### config.mk
export PLATFORM = sky130hd
export DESIGN_NAME = addsub_mp_seq
export DESIGN_NICKNAME = d
export VERILOG_FILES = /design/src/rtl/addsub_pkg.sv /design/src/rtl/addsub_slice.sv /design/src/rtl/addsub_mp_seq.sv
export SDC_FILE = /design/constraint.sdc
export NUM_CORES = 1
export LEC_CHECK = 0
export ABC_AREA = 1
export BUFFER_PORTS_ARGS = -buffer_cell sky130_fd_sc_hd__buf_2
export CORE_ASPECT_RATIO = 0.9
export CORE_MARGIN = 2
export CORE_UTILIZATION = 57
export DETAILED_ROUTE_END_ITERATION = 12
export PLACE_DENSITY = 0.83
export SYNTH_ARGS = -nofsm -noshare
export SYNTH_HDL_FRONTEND = slang
export SYNTH_SLANG_ARGS = --single-unit
### constraint.sdc
create_clock -name clk -period 7.4 [get_ports clk]
set_clock_uncertainty 0.1 [all_clocks]
set_input_delay 0.37 -clock clk [delete_from_list [all_inputs] [get_ports clk]]
set_output_delay 0.37 -clock clk [all_outputs]
set_load 0.1 [all_outputs]
### src/rtl/addsub_pkg.sv
// addsub_pkg: shared definitions for the multi-precision add/sub sequencer.
//    state_t  - sequencer state encoding (IDLE, RUN, DONE)
//    MODE_ADD - mode value selecting A+B
//    MODE_SUB - mode value selecting A-B
package addsub_pkg;

   typedef enum logic [1:0] {
      ST_IDLE = 2'd0,
      ST_RUN  = 2'd1,
      ST_DONE = 2'd2
   } state_t;

   localparam logic MODE_ADD = 1'b0;
   localparam logic MODE_SUB = 1'b1;

endpackage

### src/rtl/addsub_slice.sv
// addsub_slice: W-bit generate/propagate add/subtract cell with a separate
// carry-in so that several slices (or one slice over time) can be chained.
//    a, b   in  W  operands; b is inverted when m selects subtract
//    m      in  1  mode (MODE_ADD / MODE_SUB)
//    cin    in  1  carry into bit 0 (the subtract +1 is supplied here by the caller)
//    s      out W  slice sum modulo 2^W
//    cout   out 1  carry out of bit W-1
//    c_msb  out 1  carry into bit W-1 (for signed overflow detection)
module addsub_slice
   import addsub_pkg::*;
#(
   parameter int W = 4
) (
   input  logic [W-1:0] a,
   input  logic [W-1:0] b,
   input  logic         m,
   input  logic         cin,
   output logic [W-1:0] s,
   output logic         cout,
   output logic         c_msb
);

   logic [W-1:0] w_bx;
   logic [W-1:0] w_g;
   logic [W-1:0] w_p;
   logic [W:0]   w_c;

   always_comb begin
      w_bx   = b ^ {W{m == MODE_SUB}};
      w_g    = a & w_bx;
      w_p    = a ^ w_bx;
      w_c    = '0;
      w_c[0] = cin;
      for (int unsigned i = 0; i < W; i++) begin
         w_c[i+1] = w_g[i] | (w_p[i] & w_c[i]);
      end
      s     = w_p ^ w_c[W-1:0];
      cout  = w_c[W];
      c_msb = w_c[W-1];
   end

endmodule

### src/rtl/addsub_mp_seq.sv
// addsub_mp_seq: multi-precision add/subtract sequencer. Operands of W*N bits
// are pushed LSB slice first through one shared W-bit addsub_slice, one slice
// per clock, with the carry chained between slices in a 1-bit register.
//    clk     in   1    rising-edge clock
//    rst     in   1    synchronous active-high reset
//    start   in   1    request, accepted only while ready=1
//    m       in   1    0 = A+B, 1 = A-B (sampled on accept)
//    op_a    in   W*N  operand A (sampled on accept)
//    op_b    in   W*N  operand B (sampled on accept)
//    ready   out  1    high in IDLE
//    busy    out  1    high in RUN
//    done    out  1    one-cycle pulse when result/cout/ovf are valid
//    result  out  W*N  sum or difference, held until next accept
//    cout    out  1    carry out of MSB (subtract: 1 = no borrow)
//    ovf     out  1    signed overflow of the full-width operation
//    zero    out  1    whole result is zero (only with ADDSUB_MP_ZERO_FLAG_EN)
// Optional feature macro: ADDSUB_MP_ZERO_FLAG_EN adds the zero output.
module addsub_mp_seq
   import addsub_pkg::*;
#(
   parameter int W = 4,
   parameter int N = 4
) (
   input  logic           clk,
   input  logic           rst,
   input  logic           start,
   input  logic           m,
   input  logic [W*N-1:0] op_a,
   input  logic [W*N-1:0] op_b,
   output logic           ready,
   output logic           busy,
   output logic           done,
   output logic [W*N-1:0] result,
   output logic           cout,
   output logic           ovf
`ifdef ADDSUB_MP_ZERO_FLAG_EN
   ,
   output logic           zero
`endif
);

   localparam int IDX_W = (N > 1) ? $clog2(N) : 1;

   state_t           r_state;
   logic [W*N-1:0]   r_a;
   logic [W*N-1:0]   r_b;
   logic             r_m;
   logic [IDX_W-1:0] r_idx;
   logic             r_carry;
   logic [W*N-1:0]   r_result;
   logic             r_cout;
   logic             r_ovf;

   logic [W-1:0]     w_a_sl;
   logic [W-1:0]     w_b_sl;
   logic [W-1:0]     w_s;
   logic             w_cout;
   logic             w_c_msb;
   logic             w_last;

   // Slice multiplexer: pick the current W-bit slice of each latched operand.
   always_comb begin
      w_a_sl = '0;
      w_b_sl = '0;
      for (int unsigned k = 0; k < N; k++) begin
         if (r_idx == IDX_W'(k)) begin
            w_a_sl = r_a[k*W +: W];
            w_b_sl = r_b[k*W +: W];
         end
      end
      w_last = (r_idx == IDX_W'(N-1));
   end

   addsub_slice #(.W(W)) u_slice (
      .a     (w_a_sl),
      .b     (w_b_sl),
      .m     (r_m),
      .cin   (r_carry),
      .s     (w_s),
      .cout  (w_cout),
      .c_msb (w_c_msb)
   );

`ifdef ADDSUB_MP_ZERO_FLAG_EN
   logic r_zacc;
   logic r_zero;
   logic w_zacc_next;

   // Sticky all-zero accumulator; restarts at the first slice of each run.
   always_comb begin
      w_zacc_next = ((r_idx == '0) ? 1'b1 : r_zacc) & (w_s == '0);
   end

   always_ff @(posedge clk) begin
      if (rst) begin
         r_zacc <= 1'b0;
         r_zero <= 1'b0;
      end else if (r_state == ST_RUN) begin
         r_zacc <= w_zacc_next;
         if (w_last) begin
            r_zero <= w_zacc_next;
         end
      end
   end

   assign zero = r_zero;
`endif

   always_ff @(posedge clk) begin
      if (rst) begin
         r_state  <= ST_IDLE;
         r_a      <= '0;
         r_b      <= '0;
         r_m      <= MODE_ADD;
         r_idx    <= '0;
         r_carry  <= 1'b0;
         r_result <= '0;
         r_cout   <= 1'b0;
         r_ovf    <= 1'b0;
      end else begin
         case (r_state)
            ST_IDLE: begin
               if (start) begin
                  r_a     <= op_a;
                  r_b     <= op_b;
                  r_m     <= m;
                  r_idx   <= '0;
                  // Subtract is A + ~B + 1: the +1 enters as the first carry-in.
                  r_carry <= (m == MODE_SUB);
                  r_state <= ST_RUN;
               end
            end
            ST_RUN: begin
               for (int unsigned k = 0; k < N; k++) begin
                  if (r_idx == IDX_W'(k)) begin
                     r_result[k*W +: W] <= w_s;
                  end
               end
               r_carry <= w_cout;
               if (w_last) begin
                  r_cout  <= w_cout;
                  r_ovf   <= w_c_msb ^ w_cout;
                  r_state <= ST_DONE;
               end else begin
                  r_idx <= r_idx + IDX_W'(1);
               end
            end
            ST_DONE: begin
               r_state <= ST_IDLE;
            end
            default: begin
               r_state <= ST_IDLE;
            end
         endcase
      end
   end

   assign ready  = (r_state == ST_IDLE);
   assign busy   = (r_state == ST_RUN);
   assign done   = (r_state == ST_DONE);
   assign result = r_result;
   assign cout   = r_cout;
   assign ovf    = r_ovf;

endmodule

==> out/metrics.csv <==
stage,metric,value,unit
logic_synthesis,synth_seq_cells,56,
sta,setup_tns,0,ps
logic_synthesis,syn-cell-area,2530,um^2
logic_synthesis,synthFlopType,dfxtp_1,
clock_network,cts_made_buffers,5,
critical_path,crit_chain,inv_1 -> ha_1 -> inv_1 -> nand2_1 -> nand3_1 -> nand2_1 -> nand2_1 -> nand2_1 -> nand2_1 -> fa_1 -> fa_1 -> inv_1 -> fa_1 -> inv_1 -> fa_1 -> nand3_1 -> a21oi_1,
layout,antenna_cells,0,
global_routing,grt-ovfl-total,0,
global_routing,grt_util_all_layers,24.4,%
sta,min_period_over_period,48.8,%
logic_synthesis,synth_compound_area_share,16.3,%
pwr,leakage,1.30,nW
critical_path,cp_slowest_cell,fa_1,
routing,vias,2290,
layout,final_util,67.6,%
clock_network,cts_tree,yes,
routing,post_drt_via_cell_ratio,5.17,
floorplanning,die_w,74.2,um
clock_network,clk-insertion-delay-late,310,ps
logic_synthesis,synth-xor-area-share,0.346,%
critical_path,end_kind,flop,
outcome,status,"complete, no violations",
critical_path,crit_type,flop to flop,
critical_path,cp_max_fo,11,
logic_synthesis,yosysWarningCount,0,
clock_network,post_cts_resize_count,0,
logic_synthesis,synth_mux_area_share,0,%
logic_synthesis,yosys.area.top_type_share,44.3,%
logic_synthesis,synth.yosys.seq_area_share,44.3,%
routing,remaining_drc_errors,0,
critical_path,cp.buffers_inverters,4,
layout,drive_above_1_share,18.8,%
sta,max_freq,277,MHz
layout,area_growth,11.7,%
layout,fin_area,2830,um^2
place,portBuffers,56,
logic_synthesis,synthArstFlopShare,0,%
logic_synthesis,syn_area_per_cell,7.51,um^2
pwr,power_density,239,nW/um^2
logic_synthesis,syn-num-nets,381,
logic_synthesis,synth_top_family_by_area,simple AND/OR/NAND/NOR gates,
layout,nFillCells,394,
sta,final-setup-viol-count,0,
clock_network,clk_path_buf_depth,2,
clock_network,cts_sinks,56,
floorplanning,core.rowCount,22,
job,drv_cap,0,
logic_synthesis,yosysTopAreaCell,dfxtp_1,
sta,hold_slack,196,ps
routing,wl,5.51,mm
place,post-place-ws,3840,ps
clock_network,path_clk_slew,90,ps
floorplanning,die_h,67.2,um
sta,worst_pin_slew,918,ps
routing,wire_per_inst,12.4,um
critical_path,worst_ep_arrival_time,3760,ps
floorplanning,io_pins,57,
critical_path,worstPathRequired,7550,ps
sta,rsz0062_at_grt,no,
logic_synthesis,synth-simple-area-share,24.9,%
hold_path,hp-class,primary input to flop,
critical_path,path_delay_family,adder cells,
place,gp_congestion,0.898,
global_routing,grt_pass1_vias,2078,
logic_synthesis,yosys.cell_types.count,25,
pwr,peakVddDrop,147,uV
sta,slew_viol_final,0,
sta,worst_slack,3790,ps
routing,dr.pass1.iters,4,
floorplanning,coreArea,4180,um^2
sta,hold_viol_final,0,
clock_network,cts_root_buf,clkbuf_8,
clock_network,h-tree-depth,2,
critical_path,max_stage_delay,580,ps
sta,fin_crit,3610,ps
logic_synthesis,yosys-top-cells-area,"dfxtp_1 (44%), nor2_1 (10%), nand2_1 (8.2%), o21ai_0 (7.7%), a21oi_1 (6.7%)",
floorplanning,initial_core_util,60.5,%
place,dpl.hpwl,4.08,mm
critical_path,crit_top_cell,nand2_1,
critical_path,reg2reg_slack,3790,ps
clock_network,hold_buffers,0,
logic_synthesis,synth_fa_ha_area_share,5.14,%
clock_network,post-cts-setup-buffers,0,
global_routing,grt_start_max_net_pins,44,
logic_synthesis,synth_cells,337,
routing,drt-initial-drc-count,233,
critical_path,start_kind,flop,
global_routing,antenna_found_initial,0,
logic_synthesis,synth_edf_count,0,
layout,final_nets,426,
floorplanning,die-area,4990,um^2
place,place_area,2740,um^2
sta,slew_headroom,38.8,%
global_routing,grt_pass1_wl,9.34,mm
routing,ant_nets,0,
-- final cells by class --
class                   count  area, um^2  area share (%)
repair buffers             56         280            9.92
multi-input cells         243        1180            41.7
inverters                  20        80.1            2.83
clock buffers               8        90.1            3.19
flip-flops and latches     56        1120            39.7
well taps                  60        75.1            2.66
-- worst min-delay path: cells and delay by family --
| kind | cells | cell delay, ps |
|---|---|---|
| simple gates | 1 | 70 |
| buf+inv | 1 | 80 |
| compound gates | 1 | 60 |
-- path summary, 6_finish.rpt --
kind	startpoint	to	cells after the start
max	r_idx[1]$_SDFFE_PP0P_	result[7]$_SDFFE_PP0P_	17
min reg2reg	result[10]$_SDFFE_PP0P_	result[10]$_SDFFE_PP0P_	2
max reg2reg	r_idx[1]$_SDFFE_PP0P_	result[7]$_SDFFE_PP0P_	17
min	op_a[11]	r_a[11]$_SDFFE_PP0P_	3
-- cells by family (layout without fill, tap and decap cells) --
logic type	after synthesis	in the layout
AO/OA/AOI/OAI	81	81
XOR/XNOR	1	1
adder cells (fa/ha/maj)	8	8
buffers and inverters	38	84
flip-flops	56	56
AND/OR/NAND/NOR	153	153
-- synthesized netlist by cell type, types with 2 or more instances --
cell type	n
nor2_1	69
dfxtp_1	56
nand2_1	55
o21ai_0	39
a21oi_1	34
nand3_1	22
inv_1	17
buf_2	6
buf_6	5
o21ai_1	5
clkbuf_1	4
fa_1	4
ha_1	4
or2_2	3
buf_12	2
inv_2	2
o211ai_1	2
-- state kept, by name, summed over array words and instances, names as in the netlist --
signal	count
r_state	2
cout	1
result	16
r_m	1
ovf	1
r_b	16
r_a	16
r_idx	2
r_carry	1
-- metrics by stage --
stage                     power (mW)  std cells
after floorplan                0.478        337
after global placement         0.507        435
after detailed placement       0.513        435
after CTS                      0.678        443
after global routing           0.710        443
final                          0.675        443
-- routing by layer --
layer / share of wire, % / global-route usage, %
met1: 49 / 35.8
met5: 0 / 0
met2: 45 / 37.2
met3: 5.4 / 4.03
met4: 1.0 / 7.14
-- layout by cell type, fill, tap and decap left out, drive strengths merged --
| master | count |
|---|---|
| a21oi | 34 |
| a31oi | 1 |
| buf | 56 |
| clkbuf | 8 |
| clkinv | 1 |
| dfxtp | 56 |
| fa | 4 |
| ha | 4 |
| inv | 19 |
| nand2 | 57 |
| nand3 | 22 |
| nor2 | 71 |
| o211ai | 2 |
| o21ai | 44 |
| or2 | 3 |
| xor2 | 1 |
-- power by group --
group | internal (mW) | switching [mW] | leakage, nW | total (mW)
Sequential | 0.323 | 0.0129 | 0.460 | 0.335
Combinational | 0.0503 | 0.122 | 0.792 | 0.172
Clock | 0.0765 | 0.0911 | 0.0455 | 0.168
Total | 0.449 | 0.226 | 1.30 | 0.675
No activity file was read; power rests on OpenSTA's default activity.
